## src/rtl/qpu_time_event_sched.sv

```systemverilog
// Timed issue stage: releases the paired TIQ/EVQ heads when the run timer reaches the
// TIQ timestamp and presents one registered event per cycle to the control interface.
module qpu_time_event_sched #(
    parameter int TIME_W = 32,
    parameter int EVT_W  = 32,
    parameter int EVT_N  = 8
) (
    input  logic              clk,
    input  logic              rst_n,
    input  logic              run_start_i,
    input  logic              run_stop_i,
    input  logic              err_clr_i,
    input  logic              tiq_o_valid,
    input  logic [TIME_W-1:0] tiq_o_data,
    output logic              tiq_o_ready,
    input  logic              evq_o_valid,
    input  logic [EVT_W-1:0]  evq_o_data,
    input  logic [EVT_N-1:0]  evq_o_oprand,
    output logic              evq_o_ready,
    output logic              evt_o_valid,
    output logic [EVT_W-1:0]  evt_o_data,
    output logic [EVT_N-1:0]  evt_o_oprand,
    output logic              sched_busy_o,
    output logic [TIME_W-1:0] sched_time_o,
    output logic              late_err_o,
    output logic              time_ovf_o
);

    typedef enum logic [0:0] {
        ST_IDLE = 1'b0,
        ST_RUN  = 1'b1
    } state_t;

    localparam logic [TIME_W-1:0] TIME_MAX  = {TIME_W{1'b1}};
    localparam logic [TIME_W-1:0] TIME_ZERO = {TIME_W{1'b0}};

    state_t              state_r;
    state_t              state_nxt_s;
    logic [TIME_W-1:0]   timer_r;
    logic [TIME_W-1:0]   timer_nxt_s;
    logic                busy_r;
    logic                late_r;
    logic                ovf_r;
    logic                late_nxt_s;
    logic                ovf_nxt_s;
    logic                fire_s;
    logic                late_hit_s;
    logic                ovf_hit_s;
    logic                evt_valid_r;
    logic [EVT_W-1:0]    evt_data_r;
    logic [EVT_N-1:0]    evt_oprand_r;

    // Run-control next state and run-timer next value
    always_comb begin
        state_nxt_s = state_r;
        timer_nxt_s = timer_r;
        case (state_r)
            ST_IDLE: begin
                if (run_start_i && !run_stop_i) begin
                    state_nxt_s = ST_RUN;
                    timer_nxt_s = TIME_ZERO;
                end else begin
                    state_nxt_s = ST_IDLE;
                    timer_nxt_s = timer_r;
                end
            end
            ST_RUN: begin
                // The timer freezes on the stop edge, so the stop-time value stays visible.
                if (run_stop_i) begin
                    state_nxt_s = ST_IDLE;
                    timer_nxt_s = timer_r;
                end else if (timer_r != TIME_MAX) begin
                    state_nxt_s = ST_RUN;
                    timer_nxt_s = timer_r + TIME_W'(1'b1);
                end else begin
                    state_nxt_s = ST_RUN;
                    timer_nxt_s = timer_r;
                end
            end
            default: begin
                state_nxt_s = ST_IDLE;
                timer_nxt_s = timer_r;
            end
        endcase
    end

    // Release decision and sticky-flag update (a set in the same cycle beats a clear)
    always_comb begin
        fire_s     = (state_r == ST_RUN) && tiq_o_valid && evq_o_valid &&
                     (tiq_o_data <= timer_r);
        late_hit_s = fire_s && (tiq_o_data < timer_r);
        ovf_hit_s  = (state_r == ST_RUN) && (timer_r == TIME_MAX);
        if (late_hit_s) begin
            late_nxt_s = 1'b1;
        end else if (err_clr_i) begin
            late_nxt_s = 1'b0;
        end else begin
            late_nxt_s = late_r;
        end
        if (ovf_hit_s) begin
            ovf_nxt_s = 1'b1;
        end else if (err_clr_i) begin
            ovf_nxt_s = 1'b0;
        end else begin
            ovf_nxt_s = ovf_r;
        end
    end

    // Run-control state, timer and status flag registers
    always_ff @(posedge clk or negedge rst_n) begin
        if (!rst_n) begin
            state_r <= ST_IDLE;
            timer_r <= TIME_ZERO;
            busy_r  <= 1'b0;
            late_r  <= 1'b0;
            ovf_r   <= 1'b0;
        end else begin
            state_r <= state_nxt_s;
            timer_r <= timer_nxt_s;
            busy_r  <= (state_nxt_s == ST_RUN);
            late_r  <= late_nxt_s;
            ovf_r   <= ovf_nxt_s;
        end
    end

    // Issue register: strobe for one cycle, payload held between issues
    always_ff @(posedge clk or negedge rst_n) begin
        if (!rst_n) begin
            evt_valid_r  <= 1'b0;
            evt_data_r   <= {EVT_W{1'b0}};
            evt_oprand_r <= {EVT_N{1'b0}};
        end else begin
            evt_valid_r <= fire_s;
            if (fire_s) begin
                evt_data_r   <= evq_o_data;
                evt_oprand_r <= evq_o_oprand;
            end else begin
                evt_data_r   <= evt_data_r;
                evt_oprand_r <= evt_oprand_r;
            end
        end
    end

    assign tiq_o_ready  = fire_s;
    assign evq_o_ready  = fire_s;
    assign evt_o_valid  = evt_valid_r;
    assign evt_o_data   = evt_data_r;
    assign evt_o_oprand = evt_oprand_r;
    assign sched_busy_o = busy_r;
    assign sched_time_o = timer_r;
    assign late_err_o   = late_r;
    assign time_ovf_o   = ovf_r;

endmodule

```

## config.mk

```make
export PLATFORM = sky130hd
export DESIGN_NAME = qpu_time_event_sched
export DESIGN_NICKNAME = d
export VERILOG_FILES = /design/src/rtl/qpu_time_event_sched.sv
export SDC_FILE = /design/constraint.sdc
export NUM_CORES = 1
export LEC_CHECK = 0
export CORE_MARGIN = 5
export CORE_UTILIZATION = 30
export DETAILED_ROUTE_END_ITERATION = 10
export PLACE_DENSITY = 0.65
export SYNTH_ARGS = -nofsm -noshare
export SYNTH_HDL_FRONTEND = slang
export SYNTH_SLANG_ARGS = --single-unit
export TNS_END_PERCENT = 1
```

## constraint.sdc

```tcl
create_clock -name clk -period 3.5 [get_ports clk]
set_clock_uncertainty 0.1 [all_clocks]
set_input_delay 0.35 -clock clk [delete_from_list [all_inputs] [get_ports clk]]
set_output_delay 0.35 -clock clk [all_outputs]
set_load 0.02 [all_outputs]
```

# Word-level counts from Yosys, hierarchy flattened

Index checks and enable logic that the tools add are counted.

Register bits: 76
Bits of input ports: 79
Output and inout port bits: 78
Word-level logic and storage cells: 36

Order comparisons: 2
Reductions and logical operators: 10
$add $sub $neg: 1
Bitwise logic cells: 1
Mux-type cells: 10
Equal/unequal tests: 5

Operators with widths:

| kind                                                                    | number |
|---|---|
| 32-bit 2-to-1 mux                                                       | 3 |
| 32-bit one-hot mux with 2 select lines                                  | 1 |
| 32-bit by 1-bit adder with 32-bit output, second input constant         | 1 |
| 32-bit equality test, second input constant                             | 1 |
| 32-bit <= comparator                                                    | 1 |
| 32-bit less-than comparator                                             | 1 |
| 32-bit inequality test, second input constant                           | 1 |
| 1-bit logical AND                                                       | 6 |
| 1-bit 2-to-1 mux                                                        | 5 |
| 2-bit inequality test, second input constant                            | 2 |
| 2-bit nonzero test                                                      | 2 |
| 3-bit AND reduction                                                     | 1 |
| 2-bit by 1-bit inequality test with 1-bit output, second input constant | 1 |
| 1-bit one-hot mux with 2 select lines                                   | 1 |
| 1-bit zero test                                                         | 1 |
| 1-bit NOT                                                               | 1 |

# Logic depth before layout (Yosys ltp)

Depth in word-level cells: 5
Gate-level depth with buffers: 9
Depth with buffers taken out: 8

# Worst setup path after synthesis

Ideal clock, no wire load.

Path kind: reg2out
Start point: register timer_r[1], in the netlist sched_time_o[1]
End point: output tiq_o_ready
Buffers on the path: 2
Required time: 3.050 ns
Path slack: 0.596 ns
Stages on the path, launching flop included: 10
Arrival: 2.454 ns
Path through: dfrtp_1 > inv_1 > ha_1 > nor2b_1 > o211ai_1 > a21boi_0 > or4_1 > a21oi_1 > buf_2 > buf_4

Longest elaborated chain between the ends: 2

RTL lines:

| what                   | RTL line | RTL |
|---|---|---|
| from (decl)            | 39       | `logic [TIME_W-1:0] timer_r;` |
| from (signal assigned) | 119      | `timer_r <= timer_nxt_s;` |
| 32-bit <= comparator   | 90       | `(tiq_o_data <= timer_r);` |
| 1-bit logical AND      | 89       | `fire_s = (state_r == ST_RUN) && tiq_o_valid && evq_o_valid &&` |
| to (decl)              | 15       | `output logic tiq_o_ready,` |

Every way passes these cells.

# Worst setup path in the final report

Start point: register timer_r[13], in the netlist sched_time_o[13]
End point: output tiq_o_ready

The elaborated chain is that of the path after synthesis.

==> results.ini <==
[outcome]
status=finished, final reports clean

[cts]
cts_root_buf=clkbuf_16
hold_buffers=0
cts_buffers=9
clockBufferDepth=2
clock_latency_ns=0.33
cts_setup_buffers=0
tritoncts=yes
htree_levels=3
clkTransAtPathRegs_ns=0.06
clkSinkCount=76

[pwr]
p_sw_share_pct=27.9
p_leak_uw=0.00251
switchingPower_uw=809
p_seq_share_pct=38.0
p_per_area_mw_per_mm2=459
p_clk_share_pct=34.1
comb_power_share_pct=27.9
vdd_drop_max_mv=0.327
internal_power_uw=2090

[sta]
relSlewSlack_pct=35.6
finalSetupTns_ns=0
max_freq_mhz=300
rsz0062_at_grt=no
tightest_slew_ns=0.965
finalCriticalPeriod_ns=3.33
hold_viol_final=0
setup_violations=0
fin_crit_sh_pct=95.3
slew_violations=0

[flow_run]
max_cap_violations=0

[worst_setup_path]
r2r_cells=9
cp.required_ns=3.05
critPathKind=reg -> out
path_cells=inv_1 > ha_1 > nand4_1 > nor3_1 > a21boi_0 > or4_1 > a21oi_4 > dlygate4sd2_1
ff2ff_setup_slack_ns=0.25
arrival_ns=2.88
startpoint_type=register
r2r-start=sched_time_o[13]
cp_slowest_cell=or4_1
r2r_end=evt_o_data[26]
crit_fanout=6
crit_path_max_incr_delay_ns=0.64
end_kind=output pin

[cells_and_area]
final_area_mm2=0.00632
drive_gt1_share_pct=13.9
antenna_cells=0
final_net_count=675
areaGrowthSynthToFinish_pct=51.7
stdcell_count=748

[synthesis]
avgSynthCellArea_um2=10.5
syn_area_mm2=0.00416
ys_ff_latch=76
synthCells=395
synth.top_cells.by_area=dfrtp_1, mux2_2, ha_1, xnor2_1, inv_1
synth_edf_count=0
synth_nets=507
ys.flop_type=dfrtp_1
yosys.area.top_type=dfrtp_1
synth.distinct_cells=39
yosysSeqAreaShare_pct=45.7
synth_top_cell_area_share_pct=45.7
synthArstFlopShare_pct=100
yosysWarnings=0

[global_routing]
grt_max_degree=77
grt.overflow.total=0
grt_pass1_wl_um=19900
grt_pass1_vias=4023
track_usage_pct=15.2
antenna_found_initial=0

[placement]
place_congestion=0.844
place_area_mm2=0.00600
dp.final_hpwl_um=9310
io_buffers=156
place_inst=732

[routing]
routedWlPerCell_um=15.9
vias_per_cell=4.79
first_pass_iters=6
drc_errors=0
wl_um=11900
num_vias=3580
postRouteAntennaNets=0
drtIter0Drc=153

[floorplanning]
die_h_um=128
initial_core_util_pct=30.4
dieArea_mm2=0.0163
die_w_um=128
coreArea_mm2=0.0137
num_rows=43
ios=157

[worst_hold_path]
min_path_type=in -> async

layer usage:
layer  wire, µm  share of wire, %  GRT usage, %  up-vias
met1       4840                41          17.9     1715
met4        211               1.8          5.12        0
met2       5530                46          24.8      129
li1           -                 -             -     1721
met3       1340                11          6.54       15
met5          0                 0             0        -
layout by cell type, fill, tap and decap left out, types with 3 or more instances in the layout:
| cell type | instances |
|---|---|
| ha_1 | 33 |
| o21ai_0 | 7 |
| nand2_1 | 23 |
| buf_4 | 16 |
| inv_1 | 34 |
| dfrtp_1 | 76 |
| nor3_1 | 11 |
| or3_1 | 7 |
| nor4_4 | 3 |
| nand4_1 | 11 |
| nand3_1 | 10 |
| nor2b_1 | 3 |
| nor2_1 | 34 |
| or4_1 | 3 |
| clkbuf_16 | 9 |
| nand2b_1 | 3 |
| xnor2_1 | 28 |
| mux2_2 | 39 |
| nor4_1 | 16 |
| a21o_1 | 3 |
| a21oi_1 | 15 |
| clkdlybuf4s50_1 | 153 |
final cells by class:
cell class / instances / area, µm²
multi-input cells: 271 / 2080
repair buffers: 171 / 1670
flip-flops and latches: 76 / 1900
inverters: 34 / 128
clock buffers: 10 / 229
fillers: 1294 / 7400
well taps: 180 / 225
clock inverters: 6 / 88.8
repair_timing:
action,CTS,global route
endpoints found under the setup margin,2,0
resized for setup,2,0
hold endpoints to repair,0,0
power by group through the flow:
| stage | registers [µW] | clock network [µW] | logic [µW] |
|---|---|---|---|
| 2_1_floorplan | 1290 | 0 | 178 |
| 3_3_place_gp | 1110 | 0 | 810 |
| 3_5_place_dp | 1120 | 0 | 818 |
| 4_1_cts | 1100 | 1010 | 822 |
| 5_1_grt | 1120 | 1060 | 870 |
| 6_report | 1100 | 988 | 808 |
cell usage after synthesis (3+ instances only):
cell type  instances
or3_1              7
nor4_4             3
mux2_2            39
a21oi_1           16
a21o_1             3
clkbuf_1           5
nand4_1           11
dfrtp_1           76
ha_1              33
nor4_1            17
nor2_1            34
nand3_1           10
or4_1              3
inv_1             34
nand2_1           23
buf_2              5
o21ai_0            7
nor3_1            11
nand2b_1           3
nor2b_1            3
xnor2_1           28
stage by stage:
step	total power (µW)	setup slack, ns	utilization, %	hold WS [ns]
final	2900	0.165	46.0	0.0872
after global routing	3050	0.0418	46.0	0.181
after CTS	2940	0.118	46.0	0.124
after detailed placement	1930	-0.0964	43.7	0.377
after global placement	1920	-0.0776	43.7	0.373
after floorplan	1460	0.596	-	-0.0456
flip-flops by register name, summed over array words and instances (netlist names):
name	count
evt_o_data	32
evt_o_oprand	8
evt_o_valid	1
late_err_o	1
sched_busy_o	1
sched_time_o	32
time_ovf_o	1
cell families after synthesis:
group           share of synthesized area, %
buf+inv                                 5.02
fa+ha+maj                               9.92
mux                                     10.8
compound gates                          4.99
xor+xnor                                5.89
flops                                   45.7
simple gates                            17.7
worst max-delay path, delay by kind of cell, from the launching register on:
family	cells	cell delay (ns)
flip-flops	1	0.45
buffers and inverters	2	0.45
adder cells (fa/ha/maj)	1	0.29
AO/OA/AOI/OAI	2	0.45
AND/OR/NAND/NOR	3	0.92
how the worst max path moves through the flow:
stage	startpoint	end	depth (start not counted)	slack, ns
finish	sched_time_o[13]	tiq_o_ready	8	0.17
CTS	sched_time_o[13]	tiq_o_ready	8	0.12
detailed placement	tiq_o_data[1]	tiq_o_ready	8	-0.1
global placement	tiq_o_data[1]	evq_o_ready	8	-0.08
floorplan	sched_time_o[1]	tiq_o_ready	9	0.60
global route	sched_time_o[13]	evq_o_ready	8	0.04
Power figures use the tool's default switching activity.
